--- config.mk ---
export PLATFORM = sky130hd
export DESIGN_NAME = reg_64_flat
export DESIGN_NICKNAME = d
export VERILOG_FILES = /design/src/rtl/datapath_pkg.sv /design/src/rtl/reg_64_if.sv /design/src/rtl/reg_64.sv /design/src/flat_wrapper.sv
export SDC_FILE = /design/constraint.sdc
export NUM_CORES = 1
export LEC_CHECK = 0
export CAP_MARGIN = 40
export CORE_ASPECT_RATIO = 1.5
export CORE_MARGIN = 8
export CORE_UTILIZATION = 40
export DETAILED_ROUTE_END_ITERATION = 10
export PLACE_DENSITY = 0.9
export SYNTH_ARGS = -nofsm -noshare
export SYNTH_HDL_FRONTEND = slang
export SYNTH_SLANG_ARGS = --single-unit
--- constraint.sdc ---
create_clock -name clk -period 2.6 [get_ports clk]
set_clock_uncertainty 0.05 [all_clocks]
set_input_delay 0.52 -clock clk [delete_from_list [all_inputs] [get_ports clk]]
set_output_delay 0.52 -clock clk [all_outputs]
set_load 0.005 [all_outputs]
--- src/rtl/datapath_pkg.sv ---
// rtl/datapath_pkg.sv - shared datapath width and word type for pipeline stages
package datapath_pkg;

   localparam int DATA_W = 64;

   typedef logic [DATA_W-1:0] word_t;

endpackage

--- src/rtl/reg_64_if.sv ---
// rtl/reg_64_if.sv - data/enable bundle between a pipeline stage and its latch
interface reg_64_if import datapath_pkg::*; #(
   parameter int WIDTH = DATA_W
) ();

   logic [WIDTH-1:0] data_in;
   logic             en;
   logic [WIDTH-1:0] data_out;

   modport master (
      output data_in,
      output en,
      input  data_out
   );

   modport slave (
      input  data_in,
      input  en,
      output data_out
   );

endinterface

--- src/rtl/reg_64.sv ---
// rtl/reg_64.sv - enable-gated pipeline register with async active-high reset
// en=0 holds the value, which is how a stage stall is realised.
module reg_64 import datapath_pkg::*; #(
   parameter int               WIDTH     = DATA_W,
   parameter logic [WIDTH-1:0] RESET_VAL = '0
) (
   input  logic     clk,
   input  logic     rst,
   reg_64_if.slave  bus
);

   logic [WIDTH-1:0] q;

   always_ff @(posedge clk or posedge rst) begin
      if (rst) begin
         q <= RESET_VAL;
      end else if (bus.en) begin
         q <= bus.data_in;
      end
   end

   assign bus.data_out = q;

`ifndef SYNTHESIS
   a_en_known : assert property (@(posedge clk) disable iff (rst)
      !$isunknown(bus.en));

   a_load : assert property (@(posedge clk) disable iff (rst)
      bus.en |=> (bus.data_out == $past(bus.data_in)));

   a_hold : assert property (@(posedge clk) disable iff (rst)
      !bus.en |=> (bus.data_out == $past(bus.data_out)));

   a_reset_val : assert property (@(posedge clk)
      rst |-> (bus.data_out == RESET_VAL));
`endif

endmodule

--- src/flat_wrapper.sv ---
// flat-port wrapper written by rule: the top's interface ports become plain ports
module reg_64_flat import datapath_pkg::*;
#(
   parameter int               WIDTH     = DATA_W,
   parameter logic [WIDTH-1:0] RESET_VAL = '0
)
  (clk, rst, bus_data_in, bus_en, bus_data_out);
  reg_64_if #(.WIDTH(WIDTH)) bus_i ();
  input  logic clk;
  input  logic rst;
  input wire logic [$bits(bus_i.data_in)-1:0] bus_data_in;
  input wire logic [$bits(bus_i.en)-1:0] bus_en;
  output wire logic [$bits(bus_i.data_out)-1:0] bus_data_out;
  assign bus_i.data_in = bus_data_in;
  assign bus_i.en = bus_en;
  assign bus_data_out = bus_i.data_out;
  reg_64 #(.WIDTH(WIDTH), .RESET_VAL(RESET_VAL)) u_core (.clk(clk), .rst(rst), .bus(bus_i));
endmodule
Word level (Yosys, flattened, before mapping)
Index checks and enable logic that the tools add are counted.

Output and inout port bits: 64. Bits in registers: 64.

Longest topological paths before layout
Gate-level depths: netlist of the first run.

Depth in word-level cells: 0. Depth in mapped cells: 3.

Worst setup path after synthesis of the first run
No wires, ideal clock.

Path type: input to register. From: input bus_en. To: register u_core.q[0] (netlist: u_core.bus.data_out[0]). Path buffers: 2. Stages: 3. Arrival: 1126 ps. Path slack: 1299 ps. Library setup time: 125 ps. Required time: 2425 ps. Cells stage by stage: buf_6 buf_12 mux2_4.

RTL lines: start, declared (line flat_wrapper.sv:12) `input wire logic [$bits(bus_i.en)-1:0] bus_en;`; end signal, assigned (line reg_64.sv:18) `q <= bus.data_in;`; end, declared (line reg_64.sv:12) `logic [WIDTH-1:0] q;`.

No word-level cell between the ends.

Worst setup path in the final report of the first run
From: register u_core.q[58] (netlist: u_core.bus.data_out[58]). To: output bus_data_out[58].

RTL lines: end, declared (line flat_wrapper.sv:13) `output wire logic [$bits(bus_i.data_out)-1:0] bus_data_out;`.

No word-level cell between the ends.

==> run_results.csv, run 1 <==
group,metric,value,unit
final_layout,fin_util,0.650,
critical_path,worstSetupPathType,"flop to output port",
timing,setup_violations,0,
cts,cts.sinks,64,
placement,numPortBuffers,130,
synth,syn-num-nets,203,
power,switching_share,0.214,
die,io_pins,131,
die,num_rows,36,
critical_path,crit_slowest_cell,"clkdlybuf4s50_1",
worst_hold_path,hp-start,"u_core.bus.data_out[27]",
final_layout,stdcell_area,4220,sq um
cts,clkTransAtPathRegs,0.06,ns
timing,slew_viol_final,0,
timing,rsz0062_at_grt,"no",
synth,synth-seq-cells,64,
critical_path,cp-end-kind,"output port",
critical_path,setup.worst_path.start_class,"flop",
placement,placed_area,4010,sq um
detailed_routing,wirelength,6.97,mm
synth,synth_area,2680,sq um
cts,cts_inserted_buffers,9,
power,p_int,0.00206,W
synth,synth_cell_type_count,6,
power,seqPwrFrac,0.440,
global_route,gr-total-overflow,0,
final_layout,drive_above_1_share,0.295,
cts,cts_setup_buffers,0,
synth,synth_cells,136,
global_route,grt_max_degree,65,
detailed_routing,drt-initial-drc-count,38,
power,p_clk_frac,0.350,
power,irDropWorstVdd,387,uV
critical_path,worstPathCellList,"clkdlybuf4s50_1",
critical_path,worstPathArrival,1.24,ns
power,p_leak,1.91,nW
die,die_y,116,um
global_route,antenna_found_initial,0,
detailed_routing,wl_per_cell,19.7,um
cts,ctsHoldBuffers,0,
critical_path,crit_fanout,2,
critical_path,worst-path-buf-inv,1,
timing,whs,0.459,ns
critical_path,r2r-start,"u_core.bus.data_out[3]",
synth,avgSynthCellArea,19.7,sq um
final_layout,largest_register_ffs,64,
critical_path,critPathLaunch,"u_core.bus.data_out[58]",
synth,yosysWarnings,0,
flow_run,cap_viol_max_count,0,
detailed_routing,via_count,1671,
cts,clock_latency,0.33,ns
global_route,grt_pass1_vias,1968,
critical_path,cpPeakStageDelay,0.54,ns
die,dieArea,9640,sq um
final_layout,area_delta_synth_final,57.3,%
synth,yosys-top-cells-area,"dfrtp_1 60%, mux2_4 34%, buf_12 4.5%, mux2_2 1.7%, buf_6 0.42%",
placement,place_hpwl,5.24,mm
cts,clock_path_buffers,2,
run_status,status,"finished, final reports clean",
timing,period_needed,1.81,ns
cts,cts_resized,0,
final_layout,insertedDiodeCount,0,
timing,fin_crit_sh,0.694,
cts,h-tree-depth,3,
worst_hold_path,hp-class,"flop to flop",
placement,gp_congestion,0.719,
die,core,6490,sq um
die,start_util,0.414,
final_layout,final_nets,340,
timing,hold_viol_final,0,
power,p_sw,0.000562,W
timing,tightest_slew,0.444,ns
timing,fmax,0.554,GHz
global_route,grt_pass1_wl,11.2,mm
global_route,track_usage,0.150,
cts,cts_root_buf,"clkbuf_8",
critical_path,required,2.03,ns
timing,tns,0,ns
synth,yosysTopAreaCellShare,0.597,
detailed_routing,drtAntennaViolNets,0,
timing,slew_headroom,0.704,
detailed_routing,drc,0,
power,p_per_area,622,nW/um^2
synth,synth-seq-area-share,0.597,
cts,cts_tree,"built",
detailed_routing,via_per_inst,4.72,
die,die_width,82.9,um
critical_path,path_delay_family,"buffers and inverters",
detailed_routing,firstDrtPassIters,3,
synth,yosys.area.top_type,"dfrtp_1",
power,combPwrFrac,0.210,
[cell usage in the layout, fill, tap and decap left out]
cell	synthesis	routed
mux2_4	60	60
buf_12	6	3
clkinv_2	0	1
mux2_2	4	4
clkbuf_1	0	3
buf_4	0	1
clkdlybuf4s50_1	0	129
inv_2	0	1
clkbuf_8	0	10
bufinv_16	0	2
dfrtp_1	64	64
[kinds of logic (layout without fill, tap and decap cells)]
logic type  count (synthesis)  after routing  synth area share
mux                        64             64             0.353
flops                      64             64             0.597
buf+inv                     8            150            0.0504
[layout make-up]
class / instances / area (sq um)
clock buffer: 13 / 149
multi-input combinational: 64 / 946
tap: 76 / 95.1
fill: 480 / 2270
timing repair buffer: 133 / 1360
sequential: 64 / 1600
inverter: 1 / 3.75
clock inverter: 3 / 65.1
[cells in the mapped netlist (all sizes together)]
library cell   n
dfrtp         64
mux2          64
buf            7
inv            1
[final timing paths]
check / to / slack, ns / cells past startpoint
min in group asynchronous: u_core.bus.data_out[49] / 0.53 / 3
worst max register to register: u_core.bus.data_out[3] / 1.76 / 1
worst min register to register: u_core.bus.data_out[27] / 0.46 / 1
max in group asynchronous: u_core.bus.data_out[36] / 1.69 / 3
worst min-delay path: u_core.bus.data_out[27] / 0.46 / 1
worst max-delay path: bus_data_out[58] / 0.79 / 1
[stage by stage]
stage               power, W  worst slack [ns]  cells
floorplan            0.00139             0.432    136
global placement     0.00171             0.896    338
detailed placement   0.00173             0.894    338
CTS                  0.00267             0.752    354
global route         0.00275             0.730    354
finish               0.00263             0.795    354
[power by group through the flow]
stage	clock network, W	logic, W	registers (W)
after floorplan	0	0.000217	0.00117
after global placement	0	0.000546	0.00117
after detailed placement	0	0.000559	0.00117
after CTS	0.000948	0.000563	0.00116
after global routing	0.000994	0.000586	0.00117
final	0.000920	0.000551	0.00115
[per-layer routing]
layer,global-route usage,routed length [um],up-vias
met5,0,0,-
met4,0.0741,113,0
li1,-,-,753
met3,0.0523,413,9
met1,0.161,2690,835
met2,0.257,3750,74
Note: power is estimated with default switching activity, not from simulation.
==> run 2: changes to the inputs <==
Settings changed: CORE_UTILIZATION 40 to 36, PLACE_DENSITY 0.9 to 0.86.
Clock period 2.6 ns to 1.5 ns, I/O delays scaled along.
==> run_results.csv, run 2 (synthesis results as in run 1) <==
group,metric,value,unit
run_status,status,"finished, final reports clean",
placement,place_hpwl,5.05,mm
timing,tns,0,ns
timing,fin_crit_sh,0.897,
die,dieArea,10500,sq um
final_layout,final_nets,347,
global_route,track_usage,0.129,
critical_path,cpPeakStageDelay,0.40,ns
timing,tightest_slew,0.270,ns
power,p_per_area,1040,nW/um^2
critical_path,worstSetupPathType,"flop to output port",
power,seqPwrFrac,0.451,
detailed_routing,drt-initial-drc-count,47,
timing,hold_viol_final,0,
die,io_pins,131,
critical_path,worstPathArrival,1.00,ns
critical_path,crit_slowest_cell,"dfrtp_1",
global_route,grt_max_degree,37,
power,p_leak,2.03,nW
final_layout,drive_above_1_share,0.319,
global_route,grt_pass1_wl,10.4,mm
die,core,7230,sq um
die,start_util,0.371,
detailed_routing,via_count,1674,
timing,slew_viol_final,0,
cts,clkTransAtPathRegs,0.07,ns
cts,cts_tree,"built",
cts,cts.sinks,64,
detailed_routing,wl_per_cell,17.4,um
cts,clock_latency,0.32,ns
critical_path,worstPathCellList,"dlygate4sd2_1",
final_layout,area_delta_synth_final,58.1,%
detailed_routing,drc,0,
power,p_clk_frac,0.354,
final_layout,stdcell_area,4240,sq um
cts,cts_root_buf,"clkbuf_8",
power,p_int,0.00345,W
detailed_routing,firstDrtPassIters,4,
placement,numPortBuffers,130,
die,die_y,122,um
timing,period_needed,1.35,ns
final_layout,mostFrequentLayoutCells,"65 x clkdlybuf4s50_1, 64 x dlygate4sd2_1, 64 x dfrtp_1, 60 x mux2_4, 13 x clkbuf_8",
timing,rsz0062_at_grt,"no",
final_layout,largest_register_ffs,64,
timing,slew_headroom,0.820,
placement,preCtsSetupSlack,0.254,ns
critical_path,setup.worst_path.start_class,"flop",
critical_path,worst-path-buf-inv,1,
power,p_sw,0.000971,W
critical_path,required,1.15,ns
placement,gp_congestion,0.707,
timing,fin_ws,0.154,ns
cts,h-tree-depth,3,
detailed_routing,wirelength,6.71,mm
power,irDropWorstVdd,567,uV
flow_run,cap_viol_max_count,0,
critical_path,path_delay_family,"flip-flops",
critical_path,crit_fanout,2,
cts,cts_inserted_buffers,9,
placement,placed_area,4060,sq um
die,num_rows,38,
critical_path,cp-end-kind,"output port",
cts,clock_path_buffers,2,
detailed_routing,via_per_inst,4.35,
worst_hold_path,hp-class,"input port to asynchronous set/reset pin",
timing,fmax,0.743,GHz
die,die_width,86.5,um
global_route,gr-total-overflow,0,
power,combPwrFrac,0.195,
global_route,antenna_found_initial,0,
detailed_routing,drtAntennaViolNets,0,
timing,whs,0.339,ns
final_layout,layout_commonest_cell,"clkdlybuf4s50_1",
final_layout,insertedDiodeCount,0,
power,switching_share,0.220,
timing,setup_violations,0,
power,power,0.00442,W
global_route,grt_pass1_vias,2044,
## run 2: tightest hold or removal path: cells and delay by family
kind / cells / cell delay [ns]
buffers and inverters: 3 / 0.76
## run 2: worst paths after layout
kind                            slack (ns)  cells after the start                 endpoint                     from
worst max-delay path                  0.15                      1         bus_data_out[57]  u_core.bus.data_out[57]
worst min-delay path                  0.34                      3  u_core.bus.data_out[27]                      rst
worst max register to register        0.56                      2  u_core.bus.data_out[22]  u_core.bus.data_out[22]
worst min register to register        0.45                      1  u_core.bus.data_out[26]  u_core.bus.data_out[26]
max in group asynchronous             0.86                      3  u_core.bus.data_out[48]                      rst
min in group clk                      0.45                      1  u_core.bus.data_out[26]  u_core.bus.data_out[26]
## run 2: power by group through the flow
| stage | Combinational [W] | Sequential, W | Clock, W |
|---|---|---|---|
| after detailed placement | 0.000975 | 0.00203 | 0 |
| after global placement | 0.000961 | 0.00202 | 0 |
| after floorplan | 0.000377 | 0.00203 | 0 |
| after global routing | 0.000923 | 0.00201 | 0.00170 |
| after CTS | 0.000882 | 0.00199 | 0.00163 |
| final | 0.000862 | 0.00199 | 0.00157 |
## run 2: routing by layer
layer,vias up,track usage,part of all wire
met3,11,0.0459,0.077
li1,761,-,-
met4,0,0.0660,0.019
met1,825,0.137,0.38
met2,77,0.219,0.52
met5,-,0,0
## run 2: metrics by stage
step                utilization  cells
finish                    0.587    385
global route              0.587    385
CTS                       0.587    385
detailed placement        0.562    363
global placement          0.562    363
floorplan                     -    136
## run 2: cell type report
type	instances	area (sq um)
Clock buffer	14	183
Clock inverter	2	35.0
Fill cell	589	2990
Inverter	1	7.51
Multi-Input combinational cell	64	946
Sequential cell	64	1600
Tap cell	100	125
Timing Repair Buffer	140	1340
## run 2: timing repair
item	4_1_cts	5_1_grt
resized for setup	64	0
setup buffers	6	0
hold buffers	0	0
endpoints found under the setup margin	64	0
==> run 3: changes to the inputs <==
==> constraint.sdc (replaced) <==
create_clock -name clk -period 1.5 [get_ports clk]
set_clock_uncertainty 0.05 [all_clocks]
set_input_delay 0.3 -clock clk [delete_from_list [all_inputs] [get_ports clk]]
set_output_delay 0.3 -clock clk [all_outputs]
set_load 0.05 [all_outputs]
==> run_results.csv, run 3 (synthesis results as in run 1) <==
group,metric,value,unit
power,switching_share,0.312,
cts,clock_path_buffers,2,
final_layout,multiInputGateArea,946,sq um
flow_run,cap_viol_max_count,0,
placement,preCtsSetupSlack,0.254,ns
global_route,grt_pass1_vias,1993,
global_route,track_usage,0.142,
final_layout,largest_register_ffs,64,
global_route,gr-total-overflow,0,
final_layout,seqCellArea,1600,sq um
detailed_routing,wirelength,6.96,mm
die,num_rows,38,
critical_path,crit_slowest_cell,"dfrtp_1",
critical_path,r2r_end,"u_core.bus.data_out[39]",
timing,fin_crit_sh,0.842,
critical_path,worst-path-buf-inv,1,
power,p_leak,2.24,nW
final_layout,mostFrequentLayoutCells,"68 x buf_12, 65 x clkdlybuf4s50_1, 64 x dfrtp_1, 60 x mux2_4, 11 x clkbuf_8",
global_route,grt_pass1_wl,11.3,mm
detailed_routing,drtAntennaViolNets,0,
timing,period_needed,1.26,ns
placement,numPortBuffers,130,
timing,setup_violations,0,
timing,tns,0,ns
critical_path,setup.worst_path.start_class,"flop",
placement,gp_congestion,0.695,
power,seqPwrFrac,0.395,
critical_path,r2r-start,"u_core.bus.data_out[39]",
timing,rsz0062_at_grt,"no",
cts,h-tree-depth,3,
critical_path,cp-end-kind,"output port",
detailed_routing,firstDrtPassIters,4,
power,p_clk_frac,0.239,
detailed_routing,via_per_inst,4.37,
power,p_sw,0.00166,W
placement,place_hpwl,5.46,mm
global_route,grt_max_degree,37,
worst_hold_path,hp-class,"input port to asynchronous set/reset pin",
timing,fmax,0.792,GHz
die,die_y,122,um
critical_path,reg2reg_slack,0.63,ns
power,p_per_area,1090,nW/um^2
final_layout,fillerInstances,519,
cts,cts.sinks,64,
critical_path,path_delay_family,"flip-flops",
power,p_int,0.00366,W
cts,cts_resized,0,
final_layout,final_nets,341,
cts,cts_inserted_buffers,9,
cts,clock_latency,0.32,ns
die,die_width,86.5,um
die,core,7230,sq um
power,combPwrFrac,0.366,
critical_path,cpPeakStageDelay,0.42,ns
final_layout,area_delta_synth_final,81.4,%
global_route,antenna_found_initial,0,
die,start_util,0.371,
critical_path,required,1.15,ns
critical_path,worstPathArrival,0.91,ns
cts,cts_setup_buffers,0,
cts,cts_root_buf,"clkbuf_8",
die,dieArea,10500,sq um
final_layout,insertedDiodeCount,0,
critical_path,worstSetupPathType,"flop to output port",
detailed_routing,wl_per_cell,18.4,um
cts,cts_tree,"built",
cts,ctsHoldBuffers,0,
detailed_routing,drc,0,
cts,clkTransAtPathRegs,0.07,ns
final_layout,drive_above_1_share,0.522,
final_layout,layout_commonest_cell,"buf_12",
detailed_routing,drt-initial-drc-count,67,
timing,slew_viol_final,0,
detailed_routing,via_count,1650,
critical_path,crit_fanout,2,
die,io_pins,131,
timing,tightest_slew,0.278,ns
timing,fin_ws,0.237,ns
critical_path,worstPathCellList,"buf_12",
timing,slew_headroom,0.815,
timing,hold_viol_final,0,
run_status,status,"finished, final reports clean",
power,irDropWorstVdd,730,uV
critical_path,ff2ff_path_depth,1,
run 3: routing by layer:
| metal | vias up | track usage | part of all wire |
|---|---|---|---|
| met2 | 72 | 0.240 | 0.54 |
| met1 | 823 | 0.153 | 0.36 |
| met3 | 9 | 0.0546 | 0.081 |
| li1 | 746 | - | - |
| met5 | - | 0 | 0 |
| met4 | 0 | 0.0649 | 0.016 |
run 3: final cells by class:
type                    count  share of cell area
repair buffers            134               0.415
well taps                 100              0.0257
multi-input cells          64               0.194
flip-flops and latches     64               0.329
inverters                   1             0.00154
clock buffers              15              0.0342
run 3: worst max-delay path by stage:
stage | from | to | slack, ns | cells past startpoint
finish | u_core.bus.data_out[41] | bus_data_out[41] | 0.24 | 1
global route | u_core.bus.data_out[3] | bus_data_out[3] | 0.19 | 1
CTS | u_core.bus.data_out[37] | bus_data_out[37] | 0.21 | 1
detailed placement | bus_en | u_core.bus.data_out[26] | 0.25 | 3
global placement | bus_en | u_core.bus.data_out[26] | 0.27 | 3
floorplan | bus_en | u_core.bus.data_out[0] | 0.42 | 3
run 3: metrics by stage:
| step | utilization | cells | cell area (sq um) | hold WS [ns] | power (W) |
|---|---|---|---|---|---|
| after floorplan | - | 136 | 2690 | 0.381 | 0.00301 |
| after global placement | 0.650 | 363 | 4700 | 0.508 | 0.00406 |
| after detailed placement | 0.650 | 363 | 4700 | 0.509 | 0.00410 |
| after CTS | 0.673 | 378 | 4870 | 0.346 | 0.00540 |
| after global routing | 0.673 | 378 | 4870 | 0.381 | 0.00555 |
| final | 0.673 | 378 | 4870 | 0.352 | 0.00531 |
run 3: power groups by stage:
stage / registers (W) / clock network (W) / logic, W
3_5_place_dp: 0.00213 / 0 / 0.00197
5_1_grt: 0.00212 / 0.00141 / 0.00202
3_3_place_gp: 0.00212 / 0 / 0.00194
4_1_cts: 0.00210 / 0.00133 / 0.00197
6_report: 0.00210 / 0.00127 / 0.00195
2_1_floorplan: 0.00264 / 0 / 0.000378
